<file path="src/rtl/bitmap_loader.sv">
// Glyph bitmap loader: fetches ROWS rows from pixel memory, packs them into one wide bus, then handshakes with the compare stage.
// Optional build macro PIX_INVERT_EN stores each row inverted (for memories where 0 means ink).
module bitmap_loader #(
    parameter int ROWS       = 64,
    parameter int COLS       = 24,
    parameter int ADDR_W     = 16,
    parameter int ROW_STRIDE = 1
) (
    input  logic                   clk,
    input  logic                   rst_n,
    input  logic                   start,
    input  logic [ADDR_W-1:0]      base_addr,
    output logic                   mem_rd,
    output logic [ADDR_W-1:0]      mem_addr,
    input  logic [COLS-1:0]        mem_data,
    input  logic                   mem_valid,
    output logic [ROWS*COLS-1:0]   bitmap,
    output logic                   wren,
    input  logic                   cmp_done,
    output logic                   busy,
    output logic                   frame_done
);

    localparam int ROW_W = (ROWS > 1) ? $clog2(ROWS) : 1;

    typedef enum logic [2:0] {IDLE, REQ, WAIT, WRITE, HOLD} state_t;

    state_t             state_reg, state_next;
    logic [ROW_W-1:0]   row_reg, row_next;
    logic [ADDR_W-1:0]  base_reg, base_next;
    logic [ADDR_W-1:0]  addr_next;
    logic               capture;
    logic [COLS-1:0]    row_data;
    logic [COLS-1:0]    rows_reg [ROWS];

`ifdef PIX_INVERT_EN
    assign row_data = ~mem_data;
`else
    assign row_data = mem_data;
`endif

    always_comb begin
        state_next = state_reg;
        row_next   = row_reg;
        base_next  = base_reg;
        capture    = 1'b0;
        case (state_reg)
            IDLE: begin
                if (start) begin
                    base_next  = base_addr;
                    row_next   = '0;
                    state_next = REQ;
                end
            end
            REQ:  state_next = WAIT;
            WAIT: begin
                if (mem_valid) begin
                    capture = 1'b1;
                    if (row_reg == ROW_W'(ROWS - 1)) begin
                        row_next   = '0;
                        state_next = WRITE;
                    end else begin
                        row_next   = row_reg + 1'b1;
                        state_next = REQ;
                    end
                end
            end
            WRITE: state_next = HOLD;
            HOLD: begin
                if (cmp_done) begin
                    state_next = IDLE;
                end
            end
            default: state_next = IDLE;
        endcase
        // Address arithmetic wraps modulo 2^ADDR_W by truncation.
        addr_next = base_next + ADDR_W'(row_next) * ADDR_W'(ROW_STRIDE);
    end

    // All outputs are registered from the next-state decode so they line up with the state they belong to.
    always_ff @(posedge clk or negedge rst_n) begin
        if (!rst_n) begin
            state_reg  <= IDLE;
            row_reg    <= '0;
            base_reg   <= '0;
            mem_rd     <= 1'b0;
            mem_addr   <= '0;
            wren       <= 1'b0;
            busy       <= 1'b0;
            frame_done <= 1'b0;
        end else begin
            state_reg  <= state_next;
            row_reg    <= row_next;
            base_reg   <= base_next;
            mem_rd     <= (state_next == REQ);
            if (state_next == REQ) begin
                mem_addr <= addr_next;
            end
            wren       <= (state_next == WRITE);
            busy       <= (state_next != IDLE);
            frame_done <= (state_reg == HOLD) && cmp_done;
        end
    end

    always_ff @(posedge clk or negedge rst_n) begin
        if (!rst_n) begin
            for (int r = 0; r < ROWS; r++) begin
                rows_reg[r] <= '0;
            end
        end else if (capture) begin
            rows_reg[row_reg] <= row_data;
        end
    end

    // Row 0 (top) occupies the most significant slice of the bus.
    for (genvar gi = 0; gi < ROWS; gi++) begin : g_pack
        assign bitmap[ROWS*COLS-1-gi*COLS -: COLS] = rows_reg[gi];
    end

endmodule
</file>
<file path="config.mk">
export PLATFORM = sky130hd
export DESIGN_NAME = bitmap_loader
export DESIGN_NICKNAME = d
export VERILOG_FILES = /design/src/rtl/bitmap_loader.sv
export SDC_FILE = /design/constraint.sdc
export NUM_CORES = 2
export LEC_CHECK = 0
export CORE_AREA = 4 4 614 616
export CTS_CLUSTER_SIZE = 28
export DETAILED_ROUTE_END_ITERATION = 10
export DIE_AREA = 0 0 618 620
export SLEW_MARGIN = 0
export SYNTH_ARGS = -nofsm -noshare
export SYNTH_HDL_FRONTEND = slang
export SYNTH_SLANG_ARGS = --single-unit
</file>
<file path="constraint.sdc">
create_clock -name clk -period 4.25 [get_ports clk]
set_input_delay 0.85 -clock clk [delete_from_list [all_inputs] [get_ports clk]]
set_output_delay 0.85 -clock clk [all_outputs]
set_load 0.02 [all_outputs]
</file>
### Word-level counts from Yosys, hierarchy flattened

Index checks and enable logic that the tools add are counted.

| storage, ports and cells | value |
|---|---|
| RAM bits | 0 |
| latch bits | 0 |
| memories | 0 |
| register bits after elaboration | 1581 |
| bits in read-only memories | 0 |
| input port bits | 45 |
| output and inout bits | 1556 |

| operators by class | value |
|---|---|
| add/subtract/negate cells | 2 |
| equal/unequal tests | 7 |
| magnitude comparators | 2 |
| bitwise operators | 1 |
| shift operators | 0 |
| reduce and logical (&&, ||, !) cells | 4 |
| div/mod/pow operators | 0 |
| mux-type cells | 16 |
| multiply operators | 0 |

Operator list:

| cell | number |
|---|---|
| 1536-bit bitwise mux | 1 |
| 24-bit demux with 6-bit select | 1 |
| 16-bit 2-to-1 mux | 2 |
| 24-bit 2-to-1 mux | 1 |
| 6-bit 2-to-1 mux | 3 |
| 16-bit by 6-bit adder with 16-bit output | 1 |
| 3-bit one-hot mux with 5 select lines | 1 |
| 6-bit one-hot mux with 2 select lines | 1 |
| 3-bit by 2-bit == test with 1-bit output, second input constant | 3 |
| 3-bit 2-to-1 mux | 3 |
| 7-bit >= comparator, second input constant | 1 |
| 7-bit by 1-bit less-than comparator with 1-bit output, second input constant | 1 |
| 6-bit NOT with 7-bit output | 1 |
| 6-bit by 1-bit adder with 6-bit output, second input constant | 1 |
| 3-bit by 1-bit == test with 1-bit output, second input constant | 2 |
| 6-bit == test, second input constant | 1 |
| 3-bit == test, second input constant | 1 |
| 3-bit logical NOT | 1 |
| 3-bit nonzero test | 1 |
| 1-bit logical AND | 2 |
| 1-bit 2-to-1 mux | 2 |
| 2-bit 2-to-1 mux | 1 |

### Longest topological paths before layout

| logic depth | value |
|---|---|
| depth after elaboration | 6 |
| gate-level depth with buffers | 13 |
| mapped depth without buffers | 12 |

### Worst setup path after synthesis

No wires, ideal clock.

| path | value |
|---|---|
| kind | input port to flip-flop |
| from | in start |
| to | reg mem_addr[14] |
| setup slack | 588 ps |
| data required time | 4155 ps |
| stages | 11 |
| arrival | 3567 ps |
| cells stage by stage | nor4b_4 -> buf_2 -> buf_2 -> mux2_2 -> ha_1 -> fa_1 -> a211oi_1 -> o21ai_0 -> o2111a_1 -> and3_1 -> o31ai_1 |

| between the ends | value |
|---|---|
| longest elaborated chain between the ends | 3 |

Ends and longest elaborated chain:

| item | RTL line | RTL |
|---|---|---|
| from (decl) | 11 | `input logic start,` |
| 16-bit 2-to-1 mux | 49 | `if (start) begin` |
| 16-bit 2-to-1 mux | 47 | `case (state_reg)` |
| net base_next[0] | 30 | `logic [ADDR_W-1:0] base_reg, base_next;` |
| 16-bit by 6-bit adder with 16-bit output | 77 | `addr_next = base_next + ADDR_W'(row_next) * ADDR_W'(ROW_STRIDE);` |
| to (signal assigned) | 97 | `mem_addr <= addr_next;` |
| to (decl) | 14 | `output logic [ADDR_W-1:0] mem_addr,` |

The timed path passes the listed nets, and every way through them passes these cells.
A chain may end at the register's enable or synchronous reset.

### Worst setup path after layout

| path | value |
|---|---|
| from | reg row_reg[1] |
| to | reg mem_addr[15] |

| between the ends | value |
|---|---|
| longest elaborated chain between the ends | 5 |

Ends and longest elaborated chain:

| item | RTL line | RTL |
|---|---|---|
| from (decl) | 29 | `logic [ROW_W-1:0] row_reg, row_next;` |
| from (signal assigned) | 93 | `row_reg <= row_next;` |
| 6-bit by 1-bit adder with 6-bit output / 6-bit == test (equally long branches) | 63, 59 |  |
| 6-bit 2-to-1 mux * | 59 | `if (row_reg == ROW_W'(ROWS - 1)) begin` |
| 6-bit 2-to-1 mux * | 57 | `if (mem_valid) begin` |
| 6-bit one-hot mux with 2 select lines * | 47 |  |
| net row_next[3] | 29 |  |
| 16-bit by 6-bit adder with 16-bit output * | 77 |  |

Mark *: on every way through the listed nets, which the timed path passes. The rest lies on a longest branch.

==> metrics <==
largest net degree at the start of global routing 132; Post-Synth XOR/XNOR Area 0.00131; Post-DP Area between 0.08 and 0.09 sq mm; asr flop ratio synth 1.00; Via density 3.73; Total GRT Usage 0.128; Filler Cell Count roughly 39000; Worst Path Max Fanout 8; post-route ant nets 0; Final Hold Vio Count 0; data arrival time of the worst path between 4 and 5 ns; Finish-stage setup viols 0; clock sinks between 1500 and 2000; Synth Area in Adders 0.00179; max-slew violation count 0; Die W just over 600 um; Synth area leader dfrtp_1; worst slew pin tran between 1 and 1.5 ns; sequential power share 0.441; post-CTS setup buffer count 0; max reg flops ~1500; Max Cap Viol 0; worst skew pair latency 0.85 ns; total core area between 0.3 and 0.4 sq mm; Post-Synthesis Cells between 3000 and 4000; fin nets 5371; clk buf depth 4; IO buf count 1600; CTS root buf clkbuf_16; first-pass GRT wire length roughly 350000 um; pwr dens about 400 mW/mm^2; vias 38954; fin crit period ~3.5 ns; initial antenna violation count between 40 and 50; RD Place Congestion between 0.7 and 0.8; main combinational cell family by area after synthesis multiplexers; remaining global-route overflow 0; cells along the critical path ha_1, nand3_1, nand2b_1, and3_1, o21ai_0, o21ai_0, ha_1, buf_4, nand3_1, a21o_1, a221oi_4, a31oi_1, o31ai_1; Post-Synth Simple-Gate Area 0.0166; DR pass1 iterations 6; Crit path buffers/inverters 1; EDFF count, synth 0; Starting DRT DRC Count around 2200; design area roughly 0.089 sq mm; synthesized net count roughly 3700; Routed WL per cell approximately 25 um; total power between 30 and 40 mW; H-tree depth 4; Setup crit end kind flop; Post-Syn Area 0.0600 sq mm; Worst path max stage delay between 0.5 and 0.6 ns; Final Cycle Share 0.824; Area Overhead vs Synth 48.3%; CTS tree built; Worst slew margin 0.242; DR DRC count 0; YS warnings 0; P_leak about 40 nW; Compound-Gate Fraction of Synth Area 0.00613; post-synthesis area per instance approximately 16 sq um; synth unique cells between 50 and 60; fraction of layout cells with a size suffix above 1 0.320; die area ~0.38 sq mm; CTS Buf Count 180; Worst-path clk slew 0.06 ns; post-synthesis sequential area ratio 0.659; final WL 257000 um; power share of the combinational group 0.115; skew final roughly 0.037 ns; Synth Flop Type dfrtp_1; RSZ-0062 raised after global routing false; Worst Hold Class reg2reg; critical path's slowest cell dfrtp_1; post-cts resize count 0; worst slack, placed 0.0636 ns; post-synthesis mux area share 0.292; synth top area cells dfrtp_1 (66%), mux2_2 (22%), mux2_1 (6.7%); crit start category flop; clock network fraction of total power 0.443; initial cell density of the core 0.162; HPWL Detailed around 190000 um; VDD IR-drop max roughly 0.39 mV; setup ws final 0.749 ns; Sw Share 0.263; vias in the first global route between 40000 and 50000; worst hold slack 0.483 ns; Worst EP required around 5 ns; flops & latches, synth between 1500 and 2000; top cell type's share of synthesized area 0.659; delay-heaviest family, CP compound AO/OA/AOI/OAI gates; # IOs roughly 1600; Switch Pwr approximately 9.6 mW; Highest Clock Rate between 200 and 300 MHz; Die Height about 620 um; setup TNS 0 ns; P_int 26.9 mW; crit path kind reg2reg; row count about 220; outcome complete, no violations
[metrics by stage]
step | utilization | cells
global placement | 0.223 | 10107
floorplan | - | 3692
finish | 0.240 | 10446
detailed placement | 0.223 | 10107
global route | 0.240 | 10438
CTS | 0.240 | 10433
[Yosys cell counts, drive strengths merged (2+ instances only)]
master	number
dfrtp	1581
mux2	1550
clkbuf	166
buf	153
nand2	58
nor2	51
o21ai	23
nand3	14
a21oi	10
ha	7
xnor2	7
inv	6
a21o	5
mux2i	5
nand3b	5
a31oi	4
and3	4
and2	3
and4	3
nand4	3
nor3	3
nor3b	3
o31ai	3
a22o	2
and3b	2
o21a	2
or2	2
or3b	2
xor2	2
[per-layer routing]
| layer | global-route usage | share of wire | up-vias |
|---|---|---|---|
| li1 | - | - | 16143 |
| met1 | 0.155 | 0.40 | 20909 |
| met2 | 0.217 | 0.49 | 1486 |
| met3 | 0.0330 | 0.070 | 414 |
| met4 | 0.0484 | 0.040 | 2 |
| met5 | 0 | 0.000078 | - |
[power by group through the flow]
stage                     combinational [mW]  clock [mW]  sequential (mW)
after global placement                  4.22           0             16.3
after detailed placement                4.26           0             16.3
after CTS                               4.28        16.6             16.1
after floorplan                         1.25           0             16.9
final                                   4.20        16.2             16.1
after global routing                    4.45        17.2             16.1
[final timing paths]
check / start / to / slack [ns] / cells past startpoint
max: row_reg[1] / mem_addr[15] / 0.75 / 13
min: bitmap[12] / bitmap[12] / 0.48 / 1
max reg2reg: row_reg[1] / mem_addr[15] / 0.75 / 13
min reg2reg: bitmap[12] / bitmap[12] / 0.48 / 1
max in group asynchronous: rst_n / bitmap[55] / 2.20 / 4
min in group asynchronous: rst_n / bitmap[830] / 0.60 / 2
[area by class of cell]
class / count / area (sq um) / share of cell area
Antenna cell: 13 / 32.5 / 0.000366
Clock buffer: 257 / 5270 / 0.0592
Clock inverter: 68 / 905 / 0.0102
Inverter: 6 / 22.5 / 0.000253
Multi-Input combinational cell: 1786 / 19300 / 0.217
Sequential cell: 1581 / 39600 / 0.445
Tap cell: 4972 / 6220 / 0.0699
Timing Repair Buffer: 1763 / 17700 / 0.199
[cell families (layout without fill, tap and decap cells)]
kind of cell	Yosys count	count (layout)
flip-flops	1581	1581
AND/OR/NAND/NOR	158	158
adder cells (fa/ha/maj)	8	8
AO/OA/AOI/OAI	56	56
multiplexers	1555	1555
other	0	13
XOR/XNOR	9	9
buffers and inverters	325	2094
[worst reg2reg max path, delay by kind of cell, from the launching register on]
family / cells / cell delay, ns
adders and majority gates: 2 / 0.70
and+or+nand+nor: 4 / 0.64
buffers and inverters: 1 / 0.14
DFF: 1 / 0.58
AOI/OAI and AO/OA: 6 / 1.37
[cells in the final DEF (no fill, tap or decap), types with 5 or more instances in the layout]
cell | netlist | routed
clkbuf_1 | 166 | 32
clkinv_2 | 0 | 35
nor2_4 | 1 | 41
bufinv_16 | 0 | 14
buf_12 | 0 | 39
o21ai_0 | 20 | 20
mux2_2 | 1194 | 1194
clkdlybuf4s50_1 | 0 | 1575
a21o_1 | 5 | 5
nand3b_1 | 5 | 5
mux2i_1 | 5 | 5
inv_1 | 5 | 5
nand3_1 | 12 | 12
nand2_4 | 16 | 17
nand2_1 | 42 | 37
a21oi_1 | 10 | 10
clkinv_16 | 0 | 5
xnor2_1 | 7 | 7
nor2_1 | 19 | 10
clkbuf_16 | 0 | 182
diode_2 | 0 | 13
dfrtp_1 | 1581 | 1581
clkbuf_8 | 0 | 43
ha_1 | 7 | 7
buf_4 | 2 | 146
mux2_1 | 356 | 356
[repair_timing]
item | CTS | global route
hold buffers | 1 | 0
setup endpoints to repair | 0 | 0
endpoints found under the hold margin | 27 | 0
Note: power is estimated with default switching activity, not from simulation.
